===== config.mk =====
export PLATFORM = sky130hd
export DESIGN_NAME = mem_arbiter
export DESIGN_NICKNAME = d
export VERILOG_FILES = /design/src/rtl/mem_arbiter_pkg.sv /design/src/rtl/addr_decode.sv /design/src/rtl/mem_arbiter.sv
export SDC_FILE = /design/constraint.sdc
export NUM_CORES = 1
export LEC_CHECK = 0
export BUFFER_PORTS_ARGS = -buffer_cell sky130_fd_sc_hd__buf_2
export CAP_MARGIN = 20
export CORE_MARGIN = 5
export CORE_UTILIZATION = 40
export DETAILED_ROUTE_END_ITERATION = 8
export PLACE_DENSITY = 0.7
export RECOVER_POWER = 25
export SYNTH_ARGS = -nofsm -noshare
export SYNTH_HDL_FRONTEND = slang
export SYNTH_SLANG_ARGS = --single-unit
export TNS_END_PERCENT = 5

===== constraint.sdc =====
create_clock -name clk -period 3.25 [get_ports clk]
set_input_delay 0.325 -clock clk [delete_from_list [all_inputs] [get_ports clk]]
set_output_delay 0.325 -clock clk [all_outputs]
set_load 0.05 [all_outputs]

===== src/rtl/mem_arbiter_pkg.sv =====
// Shared definitions for the CPU/DMA memory arbiter.
// State encoding, address map and device strobe bundle.
package mem_arbiter_pkg;

    typedef enum logic [2:0] {
        ST_IDLE,
        ST_CPU,
        ST_DMA_ADDR,
        ST_DMA_DATA,
        ST_DMA_ACK
    } arb_state_t;

    localparam logic [15:0] SRAM_BASE = 16'h0000;
    localparam logic [15:0] SRAM_TOP  = 16'h1FFF;
    localparam logic [15:0] IO_TOP    = 16'h7FFF;
    localparam logic [15:0] ROM_BASE  = 16'h8000;

    typedef struct packed {
        logic sram_en;
        logic sram_we;
        logic rom_oe;
        logic io_sel;
    } strobe_t;

    localparam strobe_t STB_NONE = '0;

endpackage


===== src/rtl/addr_decode.sv =====
// Combinational CPU address decode into device strobes.
// Shared with board-level logic that needs the same map.
module addr_decode
    import mem_arbiter_pkg::*;
(
    input  logic [15:0] addr,
    input  logic        rw,
    output strobe_t     stb
);

    logic in_sram;
    logic in_io;
    logic in_rom;

    // Region select from the map, then qualify by direction.
    always_comb begin
        in_sram     = (addr & ~SRAM_TOP) == SRAM_BASE;
        in_rom      = addr >= ROM_BASE;
        in_io       = !in_sram && (addr <= IO_TOP);
        stb.sram_en = in_sram;
        stb.sram_we = in_sram & ~rw;
        stb.rom_oe  = in_rom & rw;
        stb.io_sel  = in_io;
    end

endmodule


===== src/rtl/mem_arbiter.sv =====
// Shares the memory bus between the CPU (phi_0 high)
// and one FDC DMA transfer per phi_0-low phase.
module mem_arbiter
    import mem_arbiter_pkg::*;
#(
    parameter int LOW_MIN = 4
) (
    input  logic        clk,
    input  logic        rst,
    input  logic        phi_0,
    input  logic [15:0] cpu_addr,
    input  logic        cpu_rw,
    input  logic [7:0]  cpu_wdata,
    input  logic        dma_req,
    input  logic [12:0] dma_addr,
    input  logic        dma_rw,
    input  logic [7:0]  dma_wdata,
    output logic        dma_ack,
    output logic [7:0]  dma_rdata,
    output logic [15:0] mem_addr,
    output logic [7:0]  mem_wdata,
    input  logic [7:0]  mem_rdata,
    output logic        sram_en,
    output logic        sram_we,
    output logic        rom_oe,
    output logic        io_sel
);

    // LOW_MIN only bounds the bus timing; no logic depends on it.
    if (LOW_MIN > 0) begin : g_low_min
    end

    arb_state_t state;
    arb_state_t nxt;
    logic       phi_q;
    logic       rise;
    logic       fall;
    strobe_t    cpu_stb;
    strobe_t    stb_q;

    assign rise = phi_0 & ~phi_q;
    assign fall = ~phi_0 & phi_q;

    addr_decode u_dec (
        .addr (cpu_addr),
        .rw   (cpu_rw),
        .stb  (cpu_stb)
    );

    // Phase edge history for rise/fall detection.
    always_ff @(posedge clk or negedge rst) begin
        if (!rst) phi_q <= 1'b0;
        else      phi_q <= phi_0;
    end

    // Next state: a CPU phase start pre-empts everything.
    always_comb begin
        nxt = state;
        if (rise) begin
            nxt = ST_CPU;
        end else begin
            unique case (state)
                ST_CPU:      if (fall) nxt = dma_req ? ST_DMA_ADDR : ST_IDLE;
                ST_DMA_ADDR: nxt = ST_DMA_DATA;
                ST_DMA_DATA: nxt = ST_DMA_ACK;
                ST_DMA_ACK:  nxt = ST_IDLE;
                default:     nxt = ST_IDLE;
            endcase
        end
    end

    // State and registered bus outputs for the state being entered.
    always_ff @(posedge clk or negedge rst) begin
        if (!rst) begin
            state     <= ST_IDLE;
            stb_q     <= STB_NONE;
            dma_ack   <= 1'b0;
            mem_addr  <= '0;
            mem_wdata <= '0;
            dma_rdata <= '0;
        end else begin
            state   <= nxt;
            dma_ack <= (nxt == ST_DMA_ACK);
            if (state == ST_DMA_DATA && dma_rw) dma_rdata <= mem_rdata;
            unique case (nxt)
                ST_CPU: begin
                    mem_addr  <= cpu_addr;
                    mem_wdata <= cpu_wdata;
                    stb_q     <= cpu_stb;
                end
                ST_DMA_ADDR, ST_DMA_DATA: begin
                    mem_addr      <= {3'b000, dma_addr};
                    mem_wdata     <= dma_wdata;
                    stb_q         <= STB_NONE;
                    stb_q.sram_en <= 1'b1;
                    stb_q.sram_we <= ~dma_rw;
                end
                default: stb_q <= STB_NONE;
            endcase
        end
    end

    assign sram_en = stb_q.sram_en;
    assign sram_we = stb_q.sram_we;
    assign rom_oe  = stb_q.rom_oe;
    assign io_sel  = stb_q.io_sel;

endmodule


# Word level (Yosys, flattened, before mapping)
# Cells that the tools add are included.
[word_totals]
output_inout_bits = 37
ff_bits = 41
elab_cells = 40
in_bits = 59
[op_classes]
n_eq_ne = 7
muxes = 7
reduce_logical = 6
order_cmp = 2
n_bitwise = 8
[ops]
columns = ["cell", "n"]
rows = [
  ["$pmux 16 s2", 1],
  ["$ge 16x16->1 const B", 1],
  ["$le 16x15->1 const B", 1],
  ["$logic_not 16->1", 1],
  ["$pmux 8 s2", 1],
  ["$eq 3x2->1 const B", 4],
  ["$pmux 3 s3", 1],
  ["$pmux 4 s2", 1],
  ["$eq 3x1->1 const B", 2],
  ["$mux 3", 2],
  ["$and 1x1->1", 4],
  ["$not 1->1", 4],
  ["$eq 3x3->1 const B", 1],
  ["$logic_and 1x1->1", 2],
  ["$mux 2", 1],
  ["$reduce_bool 2->1", 1],
  ["$reduce_or 2->1", 1],
  ["$logic_not 1->1", 1],
]

# Logic depth before layout (Yosys ltp)
[depth]
depth_word = 8
ltp_mapped = 5
depth_no_buf = 4

# By module
# A second synthesis with hierarchy kept.
[hier_totals]
cells_unflattened = 178
area_unflattened_um2 = 1835.5
[by_module_without_submodules]
columns = ["mod", "n_inst", "seq_area_each_um2", "cells_per_inst", "area_per_inst_um2"]
rows = [
  ["mem_arbiter", 1, 1026.0, 172, 1786.7],
  ["addr_decode", 1, 0.0, 6, 48.8],
]

# Worst setup path before layout
# No wires, ideal clock.
[synth_path]
path_kind = "reg-to-reg"
startpoint = "reg state[2]"
endpoint = "reg mem_addr[0]"
required_time_ps = 3122
n_path_buf = 1
setup_time_ps = 128
synth_period_minus_slack_ps = 1497
path_stages_with_launch = 6
t_arrival_ps = 1369
slack_ps = 1753
path_cell_list = "dfrtp_1 > or3b_4 > a21oi_4 > a21o_1 > buf_4 > a31oi_1"
[synth_via]
elab_chain_len = 6
elab_cells_between_ends = 12
cone_classes = "eq/ne: 6; mux: 4; reduce/logical: 2"
[synth_lines]
columns = ["item", "line", "text"]
rows = [
  ["from (decl)", "mem_arbiter.sv:33", "arb_state_t state;"],
  ["from (signal assigned)", "mem_arbiter.sv:82", "state <= nxt;"],
  ["$eq 3x2->1, or another cell as far along", "mem_arbiter.sv:62", "unique case (state)"],
  ["$pmux 3 s3 (*)", "mem_arbiter.sv:62", ""],
  ["$mux 3 (*)", "mem_arbiter.sv:59", "if (rise) begin"],
  ["$eq 3x2->1", "mem_arbiter.sv:85", "unique case (nxt)"],
  ["$reduce_or 2->1", "mem_arbiter.sv:85", ""],
  ["$pmux 16 s2 or $reduce_bool 2->1 (tied branches)", "n/a", ""],
  ["to (signal assigned)", "mem_arbiter.sv:87", "mem_addr <= cpu_addr;"],
  ["to (signal assigned)", "mem_arbiter.sv:92", "mem_addr <= {3'b000, dma_addr};"],
  ["to (decl)", "mem_arbiter.sv:20", "output logic [15:0] mem_addr,"],
]
# Every way passes the cells marked *; elsewhere a longest branch is shown, timed or not.
# A chain may end at the register's enable or synchronous reset.

# Worst setup path in the final report
[layout_path]
startpoint = "reg state[2]"
endpoint = "reg mem_addr[12]"
# The elaborated chain is that of the path after synthesis.

==> metrics <==
status finished with violations; failing checks max-capacitance violations, max-slew violations; Clock Latency Late Sink a little under 300 ps; Final Critical Period between 2000 and 2500 ps; layout cells sized above 1 46.0%; LEAKAGE 0.00131 uW; Worst-path clk slew around 80 ps; synthesized instance count 182; register area just over 1000 um^2; worst-case clock buffer depth 2; wire per inst roughly 14 um; Main synth FF type dfrtp_1; initial antenna violation count 0; full die area around 6700 um^2; Hold Path Class primary input to flop; CP max FO 24; CP Class flop to flop; slowest stage delay, CP roughly 550 ps; ANT cells 0; detailed placement HPWL approximately 3400 um; FFs w/ async S/R, synth 100%; # fillers 500; warnings from Yosys 0; FF+latch count, synth 41; mapped cell area roughly 2100 um^2; crit path cell chain inv_1 > o211ai_4 > buf_16 > a21bo_2 > a31oi_1; final WL 4760 um; Startpoint Class flop; DR vias/cell about 5.1; Hold Startpoint cpu_rw; fin crit share 65.3%; largest net degree at the start of global routing 46; CTS tree done; area grow syn2layout 30.4%; H-Tree Depth 2; reg-to-reg setup timing slack around 1100 ps; DRT antenna net count 0; CTS resizes 0; initial DRC count between 40 and 50; Post-CTS Setup Repair Bufs 0; reg2reg path depth 5; Final Max Tran Viols 42; core area approximately 5100 um^2; DRT Pass-1 Iters 4; port bufs between 90 and 100; dpl ws roughly 1100 ps; Final #Nets 330; crit path DAT ~2300 ps; Worst-Margin Slew approximately 2100 ps; drt drc 0; Hold Path Sink sram_we$_DFF_PN0_; RSZ-0062 raised after global routing false; CTS root buf clkbuf_8; hold depth 2; worst r2r dst mem_addr[12]$_DFFE_PN0P_; io pins 96; setup TNS 0 ps; final worst slack about 1100 ps; Overflow after GRT 0; number of global-route vias before repair ~1600; Initial Util between 40% and 50%; syn avg cell area 11.4 um^2; Synth cell types 31; Crit-path slowest cell inv_1; hold bufs inserted after CTS 0; Mapped Nets approximately 240; TritonCTS Sinks 41; routed vias around 1700; final hold vios 0; overall die height slightly above 80 um; post-synthesis sequential area ratio 49.6%; P per Cell Area between 700 and 800 nW/um^2; reg2reg start state[2]$_DFF_PN0_; Final setup viols 0; required time worst endpoint 3460 ps; Die X between 80 and 90 um; gr usage total about 15%; Fmax roughly 470 MHz; max_slew headroom -42.4%; first-pass GRT wire length between 7000 and 8000 um; routability cong. around 0.7; CTS buffer count 5; Setup crit end kind flop; Clock Skews about 11 ps; Core Rows 26; Multi-input gate area about 940 um^2; Post-synth EDFFs 0; Max-Cap Viols 1; VDD IR-drop max between 0.3 and 0.4 mV
## logic make-up after synthesis
family / share of synthesized area [%]
compound gates: 29.2
buf+inv: 5.39
flops: 49.6
mux: 4.36
simple gates: 11.4
## worst max-delay path: cells and delay by family, from the launching register on
kind                   cells  cell delay, ps
buffers and inverters      2             830
AOI/OAI and AO/OA          3             760
DFF                        1             430
## how the worst max path moves through the flow
stage	depth (start not counted)	start	endpoint	slack, ps
floorplan	5	state[2]$_DFF_PN0_	mem_addr[0]$_DFFE_PN0P_	1750
global placement	5	state[2]$_DFF_PN0_	mem_wdata[0]$_DFFE_PN0P_	1150
detailed placement	5	state[2]$_DFF_PN0_	mem_addr[12]$_DFFE_PN0P_	1090
CTS	5	state[2]$_DFF_PN0_	mem_addr[12]$_DFFE_PN0P_	1070
global route	1	rst	phi_q$_DFF_PN0_	840
finish	5	state[2]$_DFF_PN0_	mem_addr[12]$_DFFE_PN0P_	1130
## cells in the mapped netlist, types with 2 or more instances
| cell type | n | area [um^2] |
|---|---|---|
| a211oi_1 | 21 | 158 |
| a21o_1 | 3 | 22.5 |
| and3_1 | 3 | 18.8 |
| nand3_1 | 23 | 115 |
| a31oi_1 | 21 | 131 |
| buf_4 | 2 | 15.0 |
| mux2_2 | 8 | 90.1 |
| a21bo_1 | 12 | 120 |
| dfrtp_1 | 41 | 1030 |
| clkbuf_1 | 4 | 15.0 |
| inv_1 | 2 | 7.51 |
| a21bo_2 | 9 | 90.1 |
| nor2b_1 | 3 | 18.8 |
| a22o_1 | 3 | 26.3 |
| buf_2 | 5 | 25.0 |
| a21oi_1 | 3 | 15.0 |
| buf_6 | 4 | 45.0 |
| and2b_1 | 2 | 15.0 |
## state kept, by name, summed over array words and instances (netlist names), 3 cells and up
register	cells
mem_addr	16
dma_rdata	8
mem_wdata	8
state	3
## cell usage in the layout (no fill, tap or decap), types with 6 or more instances in the layout
cell type | netlist | routed
a211oi_1 | 21 | 21
a21bo_1 | 12 | 12
a21bo_2 | 9 | 9
a31oi_1 | 21 | 21
buf_2 | 5 | 93
clkbuf_8 | 0 | 6
dfrtp_1 | 41 | 41
mux2_2 | 8 | 8
nand3_1 | 23 | 23
## power by group
| group | leakage, uW | switching, uW | internal, uW |
|---|---|---|---|
| logic | 0.000757 | 714 | 256 |
| clock network | 0.0000574 | 173 | 250 |
| registers | 0.000493 | 72.1 | 652 |
| total | 0.00131 | 959 | 1160 |
## per-stage QoR
step / instances / hold WS (ps) / utilization, % / cell area, um^2 / total power (uW)
floorplan: 182 / 29.4 / - / 2070 / 1480
global placement: 333 / 479 / 50.2 / 2550 / 1700
detailed placement: 333 / 488 / 50.2 / 2550 / 1710
CTS: 341 / 181 / 52.6 / 2670 / 2140
global route: 342 / 217 / 53.1 / 2700 / 2230
finish: 342 / 210 / 53.1 / 2700 / 2120
## routing by layer
metal	track usage (%)	vias up	routed length, um
met1	18.9	787	2110
li1	-	877	-
met5	0	-	0
met2	23.4	63	2190
met4	4.49	0	42
met3	4.61	5	416
## area by class of cell
| type | instances | area share [%] |
|---|---|---|
| clock buffer | 6 | 3.06 |
| inverter | 2 | 0.279 |
| timing repair buffer | 98 | 19.1 |
| multi-input combinational | 123 | 34.8 |
| sequential | 41 | 38.1 |
| clock inverter | 2 | 1.39 |
| tap | 70 | 3.25 |
Power figures use the tool's default switching activity.
